--- src/rtl/noc_local_inject_buffer.sv ---
// noc_local_inject_buffer
//   Injection FIFO between a node and its router's local port. Incoming
//   flits pass through a framing FSM: correctly framed flits are stored in
//   a circular buffer, and misframed flits are consumed and dropped. The
//   buffer is first-word-fall-through.
// Ports:
//   noc_clk, noc_rst_n                 clock, async active-low reset
//   in_valid/in_ready/in_flit          node-side handshake and payload
//   in_is_header/in_is_tail            node-side framing markers
//   out_valid/out_ready/out_flit       router-side handshake and payload
//   out_is_header/out_is_tail          head-of-queue framing markers
//   level                              current occupancy
//   pkt_sent                           tail flits delivered (mod 256)
//   proto_err                          sticky framing-violation flag

`ifndef Noc_Data_Width
`define Noc_Data_Width 32
`endif

module noc_local_inject_buffer #(
    parameter int unsigned DEPTH  = 8,
    parameter int unsigned FLIT_W = `Noc_Data_Width
) (
    input  logic                       noc_clk,
    input  logic                       noc_rst_n,
    input  logic                       in_valid,
    output logic                       in_ready,
    input  logic [FLIT_W-1:0]          in_flit,
    input  logic                       in_is_header,
    input  logic                       in_is_tail,
    output logic                       out_valid,
    input  logic                       out_ready,
    output logic [FLIT_W-1:0]          out_flit,
    output logic                       out_is_header,
    output logic                       out_is_tail,
    output logic [$clog2(DEPTH):0]     level,
    output logic [7:0]                 pkt_sent,
    output logic                       proto_err
);

    localparam int unsigned PW = $clog2(DEPTH);
    localparam int unsigned LW = PW + 1;

    typedef struct packed {
        logic              hdr;
        logic              tail;
        logic [FLIT_W-1:0] flit;
    } entry_t;

    typedef enum logic {
        ST_IDLE,
        ST_IN_PKT
    } state_t;

    entry_t        r_mem [DEPTH];
    logic [PW-1:0] r_wr_ptr;
    logic [PW-1:0] r_rd_ptr;
    logic [LW-1:0] r_level;
    logic [7:0]    r_pkt_sent;
    logic          r_proto_err;
    state_t        r_state;

    logic   w_in_ready;
    logic   w_out_valid;
    logic   w_accept;
    logic   w_store;
    logic   w_push;
    logic   w_pop;
    entry_t w_head;

    // Handshake: ready/valid derive only from registered occupancy.
    assign w_in_ready  = (r_level != LW'(DEPTH));
    assign w_out_valid = (r_level != '0);
    assign w_accept    = in_valid & w_in_ready;
    // IDLE keeps only headers; IN_PKT keeps only non-headers.
    assign w_store     = (r_state == ST_IDLE) ? in_is_header : ~in_is_header;
    assign w_push      = w_accept & w_store;
    assign w_pop       = w_out_valid & out_ready;
    assign w_head      = r_mem[r_rd_ptr];

    assign in_ready      = w_in_ready;
    assign out_valid     = w_out_valid;
    // Head entry is masked so an empty buffer presents zeros.
    assign out_flit      = w_out_valid ? w_head.flit : '0;
    assign out_is_header = w_out_valid & w_head.hdr;
    assign out_is_tail   = w_out_valid & w_head.tail;
    assign level         = r_level;
    assign pkt_sent      = r_pkt_sent;
    assign proto_err     = r_proto_err;

    // Storage array; contents are don't-care until written.
    always_ff @(posedge noc_clk) begin
        if (w_push) begin
            r_mem[r_wr_ptr] <= '{hdr: in_is_header, tail: in_is_tail, flit: in_flit};
        end
    end

    // Pointers, occupancy and delivered-packet counter; DEPTH is a power of
    // two so pointers wrap naturally.
    always_ff @(posedge noc_clk or negedge noc_rst_n) begin
        if (!noc_rst_n) begin
            r_wr_ptr   <= '0;
            r_rd_ptr   <= '0;
            r_level    <= '0;
            r_pkt_sent <= '0;
        end else begin
            if (w_push) begin
                r_wr_ptr <= r_wr_ptr + PW'(1);
            end
            if (w_pop) begin
                r_rd_ptr <= r_rd_ptr + PW'(1);
                if (w_head.tail) begin
                    r_pkt_sent <= r_pkt_sent + 8'd1;
                end
            end
            case ({w_push, w_pop})
                2'b10:   r_level <= r_level + LW'(1);
                2'b01:   r_level <= r_level - LW'(1);
                default: r_level <= r_level;
            endcase
        end
    end

    // Input framing FSM with sticky error flag; advances on every consumed flit.
    always_ff @(posedge noc_clk or negedge noc_rst_n) begin
        if (!noc_rst_n) begin
            r_state     <= ST_IDLE;
            r_proto_err <= 1'b0;
        end else if (w_accept) begin
            case (r_state)
                ST_IDLE: begin
                    if (!in_is_header) begin
                        r_proto_err <= 1'b1;
                    end else if (!in_is_tail) begin
                        r_state <= ST_IN_PKT;
                    end
                end
                ST_IN_PKT: begin
                    if (in_is_header) begin
                        r_proto_err <= 1'b1;
                    end else if (in_is_tail) begin
                        r_state <= ST_IDLE;
                    end
                end
                default: r_state <= ST_IDLE;
            endcase
        end
    end

endmodule

--- config.mk ---
export PLATFORM = sky130hd
export DESIGN_NAME = noc_local_inject_buffer
export DESIGN_NICKNAME = d
export VERILOG_FILES = /design/src/rtl/noc_local_inject_buffer.sv
export SDC_FILE = /design/constraint.sdc
export NUM_CORES = 1
export LEC_CHECK = 0
export BUFFER_PORTS_ARGS = -buffer_cell sky130_fd_sc_hd__clkbuf_2
export CAP_MARGIN = 15
export CORE_MARGIN = 10
export CORE_UTILIZATION = 45
export DETAILED_ROUTE_END_ITERATION = 16
export HOLD_SLACK_MARGIN = 0.08
export PLACE_DENSITY = 0.68
export REMOVE_ABC_BUFFERS = 1
export SKIP_LAST_GASP = 1
export SYNTH_ARGS = -nofsm -noshare
export SYNTH_HDL_FRONTEND = slang
export SYNTH_SLANG_ARGS = --single-unit
--- constraint.sdc ---
create_clock -name noc_clk -period 4.37 [get_ports noc_clk]
set_input_delay 1.0925 -clock noc_clk [delete_from_list [all_inputs] [get_ports noc_clk]]
set_output_delay 1.0925 -clock noc_clk [all_outputs]
set_load 0.01 [all_outputs]
* Yosys cells after proc, flatten, opt, wreduce, memory -nomap -nowiden
Memory sizes are Yosys's and may differ from the RTL's.
Index checks and enable logic that the tools add are counted.
** Word-level totals
- Register bits :: 20
- Bits in latches :: 0
- Bits in writable memories :: 272
- ROM bits :: 0
- Input port bits :: 38
- Output and inout port bits :: 49
- Word-level logic and storage cells :: 40
- Memories kept :: 1
** Memory list
- r_mem :: depth 8, width 34, rd ports 1, clocked after Yosys merged registers in 0, wr ports 1, line 55 : entry_t r_mem [DEPTH];
** Operators by class
- $add $sub $neg :: 5
- $mul :: 0
- Div/mod/pow operators :: 0
- Order comparisons :: 0
- Equal/unequal tests :: 5
- Shifts and indexed selects :: 0
- Multiplexer cells :: 12
- Bitwise gates (word level) :: 7
- Reductions and logical operators :: 4
** Operators by type and width (count)
- $mux 32 :: 1
- $add 8x1->8 const B :: 1
- $mux 1 :: 8
- $pmux 4 s2 :: 1
- $add 3x1->3 const B :: 2
- $and 1x1->1 :: 5
- $add 4x1->4 const B :: 1
- $ne 2x2->1 const B :: 2
- $ne 4x4->1 const B :: 1
- $pmux 1 s2 :: 2
- $reduce_bool 4->1 :: 1
- $sub 4x1->4 const B :: 1
- $reduce_and 3->1 :: 1
- $eq 2x1->1 const B :: 1
- $eq 2x2->1 const B :: 1
- $not 1->1 :: 2
- $reduce_and 2->1 :: 1
- $reduce_bool 2->1 :: 1

* Depth between registers and ports, before layout
Gate-level depths: netlist of the first run.
- Depth in word-level cells :: 5
- Depth in mapped cells :: 12
- Mapped depth without buffers :: 10

* Worst setup path before layout of the first run
No wires, ideal clock.
- Path kind :: in2reg
- Start :: in in_is_header
- End :: mem r_mem[0][0] (netlist bit), enable pin
- Arrival time :: 4810 ps
- Required time :: 3860 ps
- Setup slack :: -950 ps
- Cell stages on the path :: 4
- Buffers on the path :: 0
- Path through :: xor2_1 -> and3_4 -> inv_6 -> nor4_1
** Between the ends
- Word-level cells in the longest chain between the ends :: 5
** Ends and longest elaborated chain
- start, declared :: line 29 : input logic in_is_header,
- $not 1->1 :: line 76 : assign w_store = (r_state == ST_IDLE) ? in_is_header : ~in_is_header;
- $mux 1 * :: line 76
- $and 1x1->1 * :: line 77 : assign w_push = w_accept & w_store;
- $mux 1 * :: line 93 : if (w_push) begin
- $mux 1 (not written as such) * :: line 94 : r_mem[r_wr_ptr] <= '{hdr: in_is_header, tail: in_is_tail, flit: in_flit};
- end, declared :: line 55
Mark *: on every way between the ends. The rest lies on a longest branch, timed or not.

* Final worst setup path of the first run
- Start :: reg r_rd_ptr[1]
- End :: out out_is_tail
** Between the ends
- Word-level cells in the longest chain between the ends :: 2
** Ends and longest elaborated chain
- start, declared :: line 57 : logic [PW-1:0] r_rd_ptr;
- start signal, assigned :: line 111 : r_rd_ptr <= r_rd_ptr + PW'(1);
- $mem_v2 8x34
- $and 1x1->1 :: line 86 : assign out_is_tail = w_out_valid & w_head.tail;
- end, declared :: line 35 : output logic out_is_tail,
No other way between the ends.

==> results of run 1 <==
-- placed cells by master (no fill, tap or decap), types with 4 or more instances in the layout --
cell	n
nand2b_1	4
dfrtp_1	17
mux2i_1	36
clkinv_2	5
nor2_1	38
clkbuf_16	31
ha_1	6
mux4_2	66
buf_4	16
clkinv_1	9
clkbuf_2	86
edfxtp_1	272
xnor2_1	13
nor3_2	4
clkbuf_1	4
xor2_1	4
nand3_1	11
nand2_1	11
-- power by group through the flow --
stage                     clock network [mW]  registers, mW  logic (mW)
after floorplan                            0           3.86        1.56
after global placement                     0           3.84        2.41
after detailed placement                   0           3.87        2.45
after CTS                               2.50           3.81        2.46
after global routing                    2.62           3.86        2.61
final                                   2.45           3.81        2.39
-- how the worst max path moves through the flow --
stage	start	cells after the start	endpoint	slack, ns
global placement	r_rd_ptr[0]$_DFFE_PN0N_	5	out_flit[15]	1.20
finish	r_rd_ptr[1]$_DFFE_PN0N_	4	out_is_tail	0.66
global route	r_rd_ptr[0]$_DFFE_PN0N_	5	out_flit[11]	0.48
detailed placement	in_is_header	11	level[2]$_DFFE_PN0P_	1.14
CTS	r_rd_ptr[1]$_DFFE_PN0N_	4	out_is_tail	0.61
floorplan	in_is_header	4	r_mem[0][0]$_DFFE_PP_	-0.95
-- flip-flops by register name, indices dropped and copies added, names as in the netlist --
name	cells
r_mem	272
level	4
r_rd_ptr	3
r_state	1
pkt_sent	8
proto_err	1
r_wr_ptr	3
-- layer usage --
| metal | up-vias | part of all wire |
|---|---|---|
| met2 | 157 | 0.50 |
| met4 | 0 | 0.016 |
| met5 | - | 0 |
| met3 | 28 | 0.051 |
| li1 | 2443 | - |
| met1 | 2949 | 0.43 |
-- cells by family (layout without fill, tap and decap cells) --
| logic type | count (synthesis) | count (layout) | share of synthesized area |
|---|---|---|---|
| buffers and inverters | 32 | 164 | 0.0171 |
| adder cells (fa/ha/maj) | 6 | 6 | 0.00654 |
| AND/OR/NAND/NOR | 87 | 87 | 0.0361 |
| flip-flops | 292 | 292 | 0.755 |
| multiplexers | 105 | 105 | 0.164 |
| XOR/XNOR | 17 | 17 | 0.0130 |
| AO/OA/AOI/OAI | 10 | 10 | 0.00861 |
| other | 0 | 1 | 0 |
-- stage by stage --
| stage | cell area (sq um) | util | setup WS (ns) |
|---|---|---|---|
| after detailed placement | 12400 | 0.494 | 1.14 |
| after CTS | 13400 | 0.532 | 0.605 |
| final | 13400 | 0.532 | 0.665 |
| after global routing | 13400 | 0.532 | 0.483 |
| after floorplan | 11300 | - | -0.950 |
| after global placement | 12400 | 0.494 | 1.20 |
-- final cells by class --
class	count	area, sq um
Sequential cell	292	8680
Timing Repair Buffer	105	611
Fill cell	1985	11800
Inverter	5	23.8
Clock buffer	35	791
Clock inverter	19	164
Multi-Input combinational cell	225	2680
Tap cell	330	413
Antenna cell	1	2.50
==> impl_metrics.csv, run 1 <==
group,metric,value,unit
status,outcome,"finished, final reports clean",
min_path,hold_path_depth,1,
layout,area_growth_syn_to_layout,16.3,%
global_route,grt_overflow,0,
power,cellPowerDensity,647,nW/um^2
worst_setup_path,r2r_slack,1.65,ns
worst_setup_path,cpPeakStageDelay,1.07,ns
die,rows,58,
worst_setup_path,worstPathArrival,2.61,ns
global_route,grt_pass1_wl,36300,microns
clocking,cts_setup_buffers,0,
yosys,synth_area,11500,sq um
global_route,top_usage_layer,"met2",
global_route,grt_start_max_net_pins,73,
route,viasPerCell,5.51,
clocking,cts_max_path_buffers,3,
worst_setup_path,r2r-end,"level[2]$_DFFE_PN0P_",
placement,routabilityCongestion,0.712,
clocking,htree_levels,1,
clocking,clk_pin_slew,0.06,ns
sta,finClkSkew,0.00546,ns
worst_setup_path,worst-path-buf-inv,1,
route,num_vias,5577,
run,maxCapViolations,0,
yosys,ys_warn_count,0,
route,drc,0,
yosys,yosys.area.top_type,"edfxtp_1",
yosys,synth_most_common_cell,"edfxtp_1",
power,cellLeakagePower,4.57,nW
power,p_total,8.65,mW
power,pwr-share-clk,0.283,
die,core,25100,sq um
worst_setup_path,cp.required,3.28,ns
yosys,synthCells,549,
global_route,use_met1,0.187,
clocking,cts_buffers,30,
yosys,synthTopCellsByArea,"edfxtp_1 71%, mux4_2 13%, dfrtp_1 4.4%",
clocking,clock-root-buffer,"clkbuf_16",
power,swShare,0.304,
sta,tns,0,ns
sta,hold_slack,0.481,ns
global_route,grt_usage,0.142,
global_route,first_global_vias,5964,
route,dr.pass1.iters,4,
worst_setup_path,critical_path_class,"reg -> out",
worst_setup_path,worstPathMaxFanout,72,
yosys,synth.distinct_cells,39,
sta,timing.fmax,0.270,GHz
power,ir_drop,0.370,mV
worst_setup_path,reg2reg_depth,9,
global_route,antenna_found_initial,1,
clocking,cts_resized,0,
yosys,ys_ff_latch,292,
worst_setup_path,reg2reg_from,"level[2]$_DFFE_PN0P_",
placement,io_buffers,86,
clocking,clkLatencyLatePin,0.54,ns
die,dieArea,32300,sq um
sta,final_hold_viol_count,0,
route,wl_per_cell,23.3,microns
global_route,grt_util_met3,0.0305,
min_path,min_path_type,"reg -> reg",
yosys,ys_top_cells_by_count,"272 x edfxtp_1, 66 x mux4_2, 41 x nor2_1",
power,internal-power,6.02,mW
power,power.net_switching,2.62,mW
placement,dpl.cell_count,957,
sta,timing.final.crit_share,0.848,
sta,slew_headroom,0.289,
yosys,synth_edf_count,272,
yosys,synth-async-reset-ratio,0.0685,
route,drt_wl_total,23500,microns
worst_setup_path,cp_top_family,"flip-flops",
sta,rsz0062_at_grt,"false",
layout,final_net_count,703,
die,die_x,180,microns
layout,final_cells,1012,
sta,slew_violations,0,
route,drt_iter0_drc,401,
yosys,yosysSeqAreaShare,0.755,
yosys,ys.flop_type,"edfxtp_1",
min_path,hp-start,"pkt_sent[7]$_DFFE_PN0P_",
sta,tightest_slew,1.07,ns
worst_setup_path,worstSetupEndpointType,"output port",
sta,finalCriticalPeriod,3.71,ns
worst_setup_path,cpMaxStageDelayCell,"dfrtp_4",
clocking,cts.sinks,292,
die,die_h,180,microns
min_path,hold_end,"pkt_sent[7]$_DFFE_PN0P_",
worst_setup_path,worstSetupStartpointType,"flip-flop",
worst_setup_path,path_cells,"nor2_1 -> a22oi_2 -> and3_1 -> clkbuf_2",
layout,drive_above_1_share,0.345,
placement,dp_hpwl,14200,microns
clocking,cts_hold_buf,0,
clocking,cts_tree,"done",
power,seq_power_share,0.440,
yosys,yosys.area.top_type_share,0.711,
yosys,postSynthAreaPerCell,20.9,sq um
route,drtAntennaViolNets,0,
die,initial_core_util,0.457,
global_route,met2_usage,0.237,
power,p_comb_frac,0.276,
die,ioPinCount,87,
sta,setup_viol,0,
No activity file was read; power rests on OpenSTA's default activity.
==> run 2: changes to the inputs <==
PLACE_DENSITY = 0.66   (was 0.68)
clock period = 3.6 ns   (was 4.37 ns; I/O delays follow)
==> impl_metrics.csv, run 2 (synthesized netlist as in run 1, its figures left out) <==
group,metric,value,unit
placement,routabilityCongestion,0.797,
power,cellLeakagePower,4.61,nW
route,drt_iter0_drc,448,
sta,hold_slack,0.343,ns
sta,tns,0,ns
global_route,grt_usage,0.140,
route,dr.pass1.iters,5,
clocking,cts_hold_buf,0,
die,dieArea,32300,sq um
worst_setup_path,cp.required,2.70,ns
status,outcome,"finished, final reports clean",
worst_setup_path,worstSetupEndpointType,"output port",
sta,final_hold_viol_count,0,
global_route,top_usage_layer,"met2",
clocking,clkLatencyLatePin,0.53,ns
sta,tightest_slew,0.623,ns
global_route,use_met1,0.189,
layout,largest_reg_flops,272,
global_route,antenna_found_initial,1,
placement,placed_area,12400,sq um
die,ioPinCount,87,
die,die_h,180,microns
clocking,htree_levels,1,
clocking,cts_tree,"done",
layout,final_common_cell,"edfxtp_1",
global_route,met2_usage,0.228,
clocking,clk_pin_slew,0.06,ns
power,cellPowerDensity,791,nW/um^2
placement,pre_cts_ws,0.631,ns
worst_setup_path,worstSetupStartpointType,"flip-flop",
sta,fin_ws,0.171,ns
die,rows,58,
sta,timing.fmax,0.292,GHz
global_route,grt_pass1_wl,35900,microns
placement,dp_hpwl,14000,microns
clocking,clock-root-buffer,"clkbuf_16",
worst_setup_path,r2r-end,"level[2]$_DFFE_PN0P_",
layout,drive_above_1_share,0.350,
clocking,cts_max_path_buffers,3,
worst_setup_path,cp-endpoint,"out_is_tail",
placement,io_buffers,86,
worst_setup_path,reg2reg_depth,9,
route,drtAntennaViolNets,0,
sta,slew_headroom,0.583,
power,ir_drop,0.401,mV
worst_setup_path,crit_start,"r_rd_ptr[0]$_DFFE_PN0N_",
clocking,cts_buffers,29,
global_route,first_global_vias,6020,
die,initial_core_util,0.457,
route,num_vias,5453,
route,viasPerCell,5.38,
sta,rsz0062_at_grt,"false",
worst_setup_path,worstPathMaxFanout,33,
worst_setup_path,r2r_slack,0.81,ns
clocking,cts_resized,0,
worst_setup_path,critical_path_class,"reg -> out",
route,drt_wl_total,23100,microns
layout,regMostFlops,"r_mem",
die,core,25100,sq um
layout,postLayoutCellArea,13400,sq um
worst_setup_path,worstPathArrival,2.53,ns
worst_setup_path,reg2reg_from,"level[2]$_DFFE_PN0P_",
min_path,min_path_type,"in -> async",
layout,area_growth_syn_to_layout,16.9,%
route,wl_per_cell,22.8,microns
die,die_x,180,microns
sta,finClkSkew,0.0111,ns
clocking,cts_setup_buffers,0,
global_route,grt_overflow,0,
sta,setup_viol,0,
sta,slew_violations,0,
layout,final_net_count,706,
run,maxCapViolations,0,
clocking,cts.sinks,292,
global_route,grt_start_max_net_pins,46,
layout,layout_common_cells,"272 x edfxtp_1, 86 x clkbuf_2, 66 x mux4_2",
route,drc,0,
sta,finalCriticalPeriod,3.43,ns
global_route,grt_util_met3,0.0295,
sta,timing.final.crit_share,0.953,
run 2: changes by cell type in the layout (fill, tap and decap cells not counted):
cell,delta
clkbuf_16,-2
buf_4,+3
clkbuf_1,+2
bufinv_16,+3
clkinv_1,-5
clkinv_4,+1
buf_12,+1
clkinvlp_4,-2
run 2: layout make-up:
class	instances	area, sq um
clock buffer	35	748
clock inverter	16	229
tap	330	413
timing repair buffer	109	653
sequential	292	8680
antenna	1	2.50
multi-input combinational	225	2680
inverter	5	23.8
fill	1967	11700
run 2: worst min-delay path by stage:
stage | to | cells past startpoint
CTS | level[0]$_DFFE_PN0P_ | 1
floorplan | pkt_sent[7]$_DFFE_PN0P_ | 1
global placement | pkt_sent[7]$_DFFE_PN0P_ | 1
detailed placement | pkt_sent[7]$_DFFE_PN0P_ | 1
finish | level[0]$_DFFE_PN0P_ | 1
global route | level[0]$_DFFE_PN0P_ | 1
run 2: report_power, final:
group / total, mW / internal, mW / switching [mW]
Combinational: 3.04 / 1.49 / 1.55
Clock: 3.08 / 1.90 / 1.18
Sequential: 4.50 / 4.07 / 0.422
run 2: metrics by stage:
stage / utilization / total power [mW] / cells
after floorplan: - / 6.57 / 522
after global placement: 0.496 / 7.61 / 961
after detailed placement: 0.496 / 7.70 / 961
after CTS: 0.534 / 10.8 / 1012
after global routing: 0.534 / 11.2 / 1012
final: 0.535 / 10.6 / 1013
run 2: critical path: stages, from the launching register on:
cell	delay (ns)
dfrtp_4	0.67
buf_12	0.32
mux2i_1	0.13
a22oi_2	0.48
and3_1	0.24
clkbuf_2	0.14
run 2: routing by layer:
layer	up-vias	wire, microns	share of wire
li1	2445	-	-
met1	2846	10300	0.45
met2	129	11300	0.49
met3	33	1170	0.051
met4	0	302	0.013
met5	-	0	0
==> run 3: changes to the inputs <==
CELL_PAD_IN_SITES_DETAIL_PLACEMENT = 0   (was unset)
CELL_PAD_IN_SITES_GLOBAL_PLACEMENT = 1   (was unset)
PLACE_DENSITY = 0.73   (was 0.66)
==> impl_metrics.csv, run 3 (synthesized netlist as in run 1, its figures left out) <==
group,metric,value,unit
placement,dp_hpwl,13300,microns
layout,layout_common_cells,"272 x edfxtp_1, 86 x clkbuf_2, 66 x mux4_2",
layout,final_net_count,702,
sta,timing.final.crit_share,0.932,
clocking,cts_hold_buf,0,
power,p_total,10.7,mW
clocking,clk_pin_slew,0.07,ns
clocking,cts_setup_buffers,0,
worst_setup_path,worstPathMaxFanout,19,
clocking,cts_tree,"done",
placement,pre_cts_ws,0.627,ns
sta,slew_violations,0,
clocking,clkLatencyLatePin,0.53,ns
clocking,cts_resized,0,
global_route,antenna_found_initial,2,
route,drc,0,
clocking,cts_max_path_buffers,3,
sta,slew_headroom,0.513,
die,core,25100,sq um
route,drt_iter0_drc,318,
power,cellLeakagePower,4.59,nW
min_path,min_path_type,"in -> async",
sta,fin_ws,0.247,ns
route,wl_per_cell,22.1,microns
layout,area_growth_syn_to_layout,16.9,%
layout,final_cells,1011,
power,cellPowerDensity,796,nW/um^2
worst_setup_path,cp.required,2.70,ns
clocking,cts_buffers,29,
global_route,grt_pass1_wl,35300,microns
layout,drive_above_1_share,0.357,
sta,setup_viol,0,
sta,final_hold_viol_count,0,
sta,rsz0062_at_grt,"false",
clocking,clock-root-buffer,"clkbuf_16",
sta,finClkSkew,0.0100,ns
die,ioPinCount,87,
global_route,first_global_vias,6088,
clocking,cts.sinks,292,
die,initial_core_util,0.457,
die,die_h,180,microns
route,drtAntennaViolNets,0,
global_route,grt_usage,0.136,
global_route,grt_overflow,0,
status,outcome,"finished, final reports clean",
die,die_x,180,microns
layout,final_util,0.534,
route,dr.pass1.iters,4,
placement,io_buffers,86,
placement,dpl.cell_count,957,
global_route,grt_start_max_net_pins,50,
sta,hold_slack,0.349,ns
layout,largest_reg_flops,272,
route,num_vias,5477,
worst_setup_path,worstSetupEndpointType,"output port",
sta,tns,0,ns
layout,final_common_cell,"edfxtp_1",
run,maxCapViolations,0,
sta,finalCriticalPeriod,3.35,ns
sta,timing.fmax,0.298,GHz
clocking,htree_levels,1,
worst_setup_path,critical_path_class,"reg -> out",
die,rows,58,
route,drt_wl_total,22400,microns
layout,fillers,1992,
worst_setup_path,worstPathArrival,2.45,ns
layout,postLayoutCellArea,13400,sq um
placement,routabilityCongestion,0.722,
route,viasPerCell,5.42,
layout,regMostFlops,"r_mem",
power,ir_drop,0.411,mV
placement,placed_area,12400,sq um
worst_setup_path,worstSetupStartpointType,"flip-flop",
sta,tightest_slew,0.730,ns
die,dieArea,32300,sq um
run 3: path summary, 6_finish.rpt:
check,slack (ns),start,cells past startpoint,end
max,0.25,r_rd_ptr[0]$_DFFE_PN0N_,5,out_flit[29]
min,0.35,noc_rst_n,1,pkt_sent[7]$_DFFE_PN0P_
max reg2reg,0.80,level[2]$_DFFE_PN0P_,9,level[2]$_DFFE_PN0P_
min reg2reg,0.49,pkt_sent[7]$_DFFE_PN0P_,1,pkt_sent[7]$_DFFE_PN0P_
max in group asynchronous,2.82,noc_rst_n,1,r_rd_ptr[0]$_DFFE_PN0N_
min in group noc_clk,0.49,pkt_sent[7]$_DFFE_PN0P_,1,pkt_sent[7]$_DFFE_PN0P_
run 3: layout make-up:
type / instances / area, sq um / share of cell area
multi-input cells: 225 / 2680 / 0.199
inverters: 5 / 23.8 / 0.00177
diodes: 1 / 2.50 / 0.000186
well taps: 330 / 413 / 0.0308
repair buffers: 105 / 611 / 0.0455
clock buffers: 30 / 729 / 0.0544
clock inverters: 23 / 289 / 0.0215
flip-flops and latches: 292 / 8680 / 0.647
run 3: metal layers:
layer	GRT usage	up-vias	part of all wire
li1	-	2439	-
met1	0.180	2865	0.44
met2	0.225	148	0.48
met3	0.0345	23	0.068
met4	0.0255	2	0.010
met5	0	-	0.00089
run 3: critical path: stages, from the launching register on:
cell and delay (ns):
dfrtp_4 0.65, buf_4 0.36, mux4_2 0.56, mux2i_1 0.17
nor2_1 0.06, clkbuf_2 0.13
run 3: power breakdown:
part | total [mW] | internal (mW) | switching (mW)
clock | 3.16 | 1.91 | 1.25
sequential | 4.53 | 4.07 | 0.455
combinational | 2.99 | 1.49 | 1.50
total | 10.7 | 7.47 | 3.21
